## config.mk

```make
export PLATFORM = sky130hd
export DESIGN_NAME = fixed_point_mac_pipe
export DESIGN_NICKNAME = d
export VERILOG_FILES = /design/src/rtl/fixp_pkg.sv /design/src/rtl/fixp_round_sat.sv /design/src/rtl/fixed_point_mac_pipe.sv
export SDC_FILE = /design/constraint.sdc
export NUM_CORES = 2
export LEC_CHECK = 0
export ABC_AREA = 1
export BUFFER_PORTS_ARGS = -buffer_cell sky130_fd_sc_hd__buf_4
export CORE_UTILIZATION = 40
export DETAILED_ROUTE_END_ITERATION = 7
export HOLD_SLACK_MARGIN = 0.1
export PLACE_DENSITY = 0.51
export SYNTH_ARGS = -nofsm -noshare
export SYNTH_HDL_FRONTEND = slang
export SYNTH_SLANG_ARGS = --single-unit
export TNS_END_PERCENT = 10
```

## constraint.sdc

```tcl
create_clock -name clk -period 12 [get_ports clk]
set_input_delay 0.6 -clock clk [delete_from_list [all_inputs] [get_ports clk]]
set_output_delay 0.6 -clock clk [all_outputs]
set_load 0.01 [all_outputs]
```

## src/rtl/fixp_pkg.sv

```systemverilog
// Shared definitions for the signed fixed-point MAC pipeline.
package fixp_pkg;

    // Operation select carried alongside each operand beat.
    typedef enum logic [1:0] {
        MODE_ADD = 2'd0,
        MODE_MUL = 2'd1,
        MODE_MAC = 2'd2,
        MODE_RSV = 2'd3   // reserved, executes as ADD
    } mode_t;

    // Accumulator width: full-precision product plus guard bits for burst growth.
    function automatic int acc_width(input int width, input int guard);
        return 2 * width + guard;
    endfunction

endpackage

```

## src/rtl/fixp_round_sat.sv

```systemverilog
// Round-half-up, arithmetic right shift by SHIFT, then saturate IN_W -> OUT_W.
module fixp_round_sat #(
    parameter int IN_W  = 72,
    parameter int OUT_W = 32,
    parameter int SHIFT = 16
) (
    input  logic signed [IN_W-1:0] value_in,
    output logic [OUT_W-1:0]       data_out,
    output logic                   sat_out
);

    // One extra bit so adding the rounding constant can never wrap.
    localparam logic signed [IN_W:0] HALF    = (IN_W+1)'(1) <<< (SHIFT - 1);
    localparam logic [OUT_W-1:0]     MAX_VAL = {1'b0, {(OUT_W-1){1'b1}}};
    localparam logic [OUT_W-1:0]     MIN_VAL = {1'b1, {(OUT_W-1){1'b0}}};

    logic signed [IN_W:0]   biased;
    logic signed [IN_W:0]   shifted;
    logic [IN_W-OUT_W+1:0]  upper;

    // Round, shift and clip; the value fits when all bits above the output sign agree.
    always_comb begin
        // NOTE: every output of a combinational block gets a value on every path, so no latch is inferred.
        biased   = $signed({value_in[IN_W-1], value_in}) + HALF;
        shifted  = biased >>> SHIFT;
        upper    = shifted[IN_W:OUT_W-1];
        sat_out  = !((&upper) || !(|upper));
        data_out = shifted[OUT_W-1:0];
        if (sat_out) begin
            data_out = shifted[IN_W] ? MIN_VAL : MAX_VAL;
        end
    end

endmodule

```

## src/rtl/fixed_point_mac_pipe.sv

```systemverilog
// Three-stage signed fixed-point ADD / MUL / MAC unit with valid/ready on both sides.
// S1 registers operands, S2 computes (and owns the accumulator), S3 holds the rounded result.
module fixed_point_mac_pipe
    import fixp_pkg::*;
#(
    parameter int WIDTH       = 32,
    parameter int POINT_WIDTH = 16,
    parameter int GUARD       = 8
) (
    input  logic             clk,
    input  logic             rst,
    input  logic             in_valid,
    output logic             in_ready,
    input  logic [1:0]       in_mode,
    input  logic             in_first,
    input  logic             in_last,
    input  logic [WIDTH-1:0] a,
    input  logic [WIDTH-1:0] b,
    output logic             out_valid,
    input  logic             out_ready,
    output logic [WIDTH-1:0] out_data,
    output logic             out_sat
);

    localparam int ACC_W = acc_width(WIDTH, GUARD);

    // Single pipe-wide enable: everything freezes while a result waits downstream.
    logic en;
    assign en       = !(out_valid && !out_ready);
    assign in_ready = en;

    // Stage 1 operand registers.
    logic                    s1_valid;
    mode_t                   s1_mode;
    logic                    s1_first;
    logic                    s1_last;
    logic signed [WIDTH-1:0] s1_a;
    logic signed [WIDTH-1:0] s1_b;

    // Stage 2 result at ACC_W bits with 2*POINT_WIDTH fraction bits, plus accumulator.
    logic             s2_valid;
    logic [ACC_W-1:0] s2_value;
    logic [ACC_W-1:0] acc;

    logic signed [2*WIDTH-1:0] prod;
    logic [WIDTH:0]            sum;
    logic [ACC_W-1:0]          prod_ext;
    logic [ACC_W-1:0]          add_ext;
    logic [ACC_W-1:0]          mac_next;
    logic [ACC_W-1:0]          s2_next;

    logic [WIDTH-1:0] rs_data;
    logic             rs_sat;

    // Stage 2 datapath: ADD is aligned to the product's fraction point so one rounder serves all modes.
    always_comb begin
        prod     = s1_a * s1_b;
        sum      = {s1_a[WIDTH-1], s1_a} + {s1_b[WIDTH-1], s1_b};
        prod_ext = {{(ACC_W-2*WIDTH){prod[2*WIDTH-1]}}, prod};
        add_ext  = {{(ACC_W-WIDTH-1-POINT_WIDTH){sum[WIDTH]}}, sum, {POINT_WIDTH{1'b0}}};
        mac_next = s1_first ? prod_ext : acc + prod_ext;
        case (s1_mode)
            MODE_MUL: s2_next = prod_ext;
            MODE_MAC: s2_next = mac_next;
            default:  s2_next = add_ext;
        endcase
    end

    fixp_round_sat #(
        .IN_W  (ACC_W),
        .OUT_W (WIDTH),
        .SHIFT (POINT_WIDTH)
    ) u_round_sat (
        .value_in (s2_value),
        .data_out (rs_data),
        .sat_out  (rs_sat)
    );

    // Control and architecturally visible state: valids, accumulator, output register.
    always_ff @(posedge clk) begin
        // NOTE: sequential state uses non-blocking assignments so every register samples pre-edge values.
        if (rst) begin
            s1_valid  <= 1'b0;
            s2_valid  <= 1'b0;
            acc       <= '0;
            out_valid <= 1'b0;
            out_data  <= '0;
            out_sat   <= 1'b0;
        end else if (en) begin
            s1_valid  <= in_valid;
            // Non-last MAC beats only update the accumulator; they never reach the output.
            s2_valid  <= s1_valid && (s1_mode != MODE_MAC || s1_last);
            if (s1_valid && s1_mode == MODE_MAC) begin
                acc <= mac_next;
            end
            out_valid <= s2_valid;
            if (s2_valid) begin
                out_data <= rs_data;
                out_sat  <= rs_sat;
            end
        end
    end

    // Payload registers, qualified by the stage valids above.
    always_ff @(posedge clk) begin
        // NOTE: payload registers carry no reset; their valid bits decide whether they are ever observed.
        if (en) begin
            if (in_valid) begin
                s1_mode  <= mode_t'(in_mode);
                s1_first <= in_first;
                s1_last  <= in_last;
                s1_a     <= a;
                s1_b     <= b;
            end
            if (s1_valid) begin
                s2_value <= s2_next;
            end
        end
    end

endmodule

```

==> metrics.md <==
| Metric | Value |
|---|---|
| Status | `complete, no violations` |
| FILL cells | `between 10,000 and 15,000` |
| DR WL/cell | `around 23 um` |
| Most used cell, CP | `nand2_1` |
| Max frequency | `87.9 MHz` |
| Final Max Slew Viols | `0` |
| Port bufs | `about 110` |
| Final Util | `43.9%` |
| Vias in the first global route | `roughly 52,000` |
| Num CTS Buffers | `37` |
| DR iter-0 viols | `4,271` |
| Final Hold Viols | `0` |
| Synth cell types | `between 40 and 50` |
| Max-cap viol count | `0` |
| Setup-violating endpoint count in the final report | `0` |
| Startpoint types | `flop` |
| TNS Setup | `0 ns` |
| WL final | `roughly 230 mm` |
| Layout area overhead | `8.65%` |
| WP buf/inv | `6` |
| Yosys top cell by area | `fa_1` |
| Pre-antenna DRT Iters | `7` |
| RSZ-0062 raised after global routing | `no` |
| Delay-heaviest family, CP | `adder cells` |
| Critical Path RT | `12.35 ns` |
| Num rows | `around 140` |
| DRC viols | `0` |
| Worst setup endpoint | `s2_value[71]$_DFFE_PP_` |
| Post-DP HPWL | `around 200 mm` |
| Post-synth EDFFs | `125` |
| Synth Instances | `between 7,000 and 8,000` |
| Clock Skews | `0.0407 ns` |
| All-layer global routing usage | `between 30% and 40%` |
| Crit. Startpoint | `s1_b[17]$_DFFE_PP_` |
| Seq cells post-synth | `about 230` |
| Fin crit period | `about 11 ns` |
| Vias | `slightly above 50,000` |
| CTS clock-pin slew for the worst setup and hold paths | `approximately 0.05 ns` |
| Vias per inst | `about 5.1` |
| Longest Clk Path Bufs | `3` |
| Largest net degree at the start of global routing | `approximately 110` |
| CP Depth | `37` |
| RR Endpoint | `s2_value[71]$_DFFE_PP_` |
| Routability congestion estimate | `slightly below 1` |
| Slew HR | `20.6%` |
| Fin nets | `9,356` |
| Asr flop ratio synth | `0%` |
| Crit share post-route | `94.9%` |
| Leading post-synthesis cells by cell area | `fa_1 (38%), nand2_1 (14%), inv_1 (12%)` |
| Yosys Warn Count | `0` |
| Clk_lat worst skew | `roughly 0.65 ns` |
| Core Region | `between 100,000 and 150,000 um2` |
| Most common cell after layout, fill and taps aside | `nand2_1` |
| Placed Instance Area | `a little over 60,000 um2` |
| Mapped cell area | `approximately 57,000 um2` |
| CP Capture Type | `flop` |
| Antenna-violating nets left | `0` |
| CTS sink count | `roughly 230` |
| Worst EP arrival | `approximately 12 ns` |
| Full die area | `approximately 140,000 um2` |
| Starting Density | `40.4%` |
| Hold Crit Class | `input port to flop` |
| Die Ht | `between 300 and 400 um` |
| R2R cell count | `37` |
| Most frequent cells in the layout | `nand2_1 (2,169), inv_1 (1,889), fa_1 (1,083), nor2_1 (589), a21oi_1 (317)` |
| Worst R2R Start | `s1_b[17]$_DFFE_PP_` |
| Register area share after synthesis | `between 10% and 20%` |
| Initial antenna violation count | `5` |
| Global-route wire length before repair | `approximately 340 mm` |
| CTS Root Cell | `clkbuf_16` |
| Final instance area | `just over 60,000 um2` |
| Layout cell share with drive strength beyond 1 | `5.68%` |
| Grt ovf | `0` |
| Synth Area per Inst | `roughly 7.3 um2` |
| Critical Path Max Stage Delay | `0.96 ns` |
| Critical path class | `flop to flop` |
| Share of the synthesized area in the top cell type | `between 30% and 40%` |
| Die W | `roughly 380 um` |
| CP max-delay cell | `fa_1` |
| Worst-Margin Slew | `between 1 and 1.5 ns` |
| CTS tree | `built` |
| H-tree Lvls | `2` |
| Ys flop type | `edfxtp_1` |
| Mapped Nets | `9,296` |
| Critical Path Fanout Max | `12` |
| Minimum setup slack among reg-to-reg paths | `roughly 0.62 ns` |
| I/O pin total | `107` |
==> cells by family (layout without fill, tap and decap cells) <==
logic type,Yosys count,count (layout),synth area share [%]
simple gates,3291,3291,23.3
buf+inv,2166,2255,14.3
fa+ha+maj,1375,1375,44.2
compound gates,704,704,6.62
flops,233,233,10.3
xor+xnor,80,80,1.22
other cells,0,1,0
==> metrics by stage <==
step	hold WS, ns	setup slack, ns	std cells
detailed placement	0.460	0.685	9747
CTS	0.100	0.603	9827
finish	0.142	0.617	9829
global route	0.125	0.181	9828
floorplan	0.444	2.74	7849
global placement	0.455	0.501	9747
==> worst min path at each step <==
stage	from	to	slack (ns)	cells past startpoint
after global routing	a[21]	s1_a[21]$_DFFE_PP_	0.13	1
after detailed placement	s1_valid$_SDFFE_PP0N_	s1_valid$_SDFFE_PP0N_	0.46	2
after global placement	s2_valid$_SDFFE_PP0N_	s2_valid$_SDFFE_PP0N_	0.45	2
after CTS	a[21]	s1_a[21]$_DFFE_PP_	0.10	1
final	a[21]	s1_a[21]$_DFFE_PP_	0.14	1
after floorplan	s1_valid$_SDFFE_PP0N_	s1_valid$_SDFFE_PP0N_	0.44	2
==> cells in the mapped netlist, drive strengths merged (2+ instances only) <==
cell and count:
a2111oi 2, a21boi 5, a21o 17, a21oi 317, a221oi 4, a31oi 17
and2 4, buf 21, clkbuf 246, dfxtp 108, edfxtp 125, fa 1084
ha 291, inv 1899, nand2 2180, nand3 306, nand3b 11, nand4 64
nor2 643, nor3 40, nor4 8, o211ai 14, o21a 7, o21ai 275
o21bai 44, or2 32, xnor2 44, xor2 36
==> cell type report <==
class                           count  area [um2]  area share (%)
Clock buffer                       46         970            1.56
Antenna cell                        1        2.50         0.00402
Clock inverter                     22         392           0.629
Inverter                         1899        7140            11.5
Sequential cell                   233        5920            9.51
Timing Repair Buffer              288        2250            3.62
Multi-Input combinational cell   5450       43200            69.4
Tap cell                         1890        2360            3.80
==> state kept, by name, summed over array words and instances, names as in the netlist <==
| register | count |
|---|---|
| s1_valid | 1 |
| s2_value | 57 |
| out_sat | 1 |
| s1_b | 32 |
| acc | 72 |
| out_data | 32 |
| s1_last | 1 |
| s1_a | 32 |
| s1_mode | 2 |
| s1_first | 1 |
| out_valid | 1 |
| s2_valid | 1 |
==> what timing repair did <==
item	in CTS	in global routing
hold buffers	12	0
hold endpoints to repair	12	0
gates resized for setup	0	1
setup buffers	0	1
setup endpoints to repair	0	4
==> metal layers <==
metal / track usage, % / routed length (um)
met4: 7.89 / 6320
met3: 4.03 / 15800
met5: 0 / 0
met2: 50.4 / 101000
met1: 46.9 / 106000
Power is left out: the tool's default activity adds up to more than one toggle a clock period on the data nets, which glitch-free logic cannot reach.
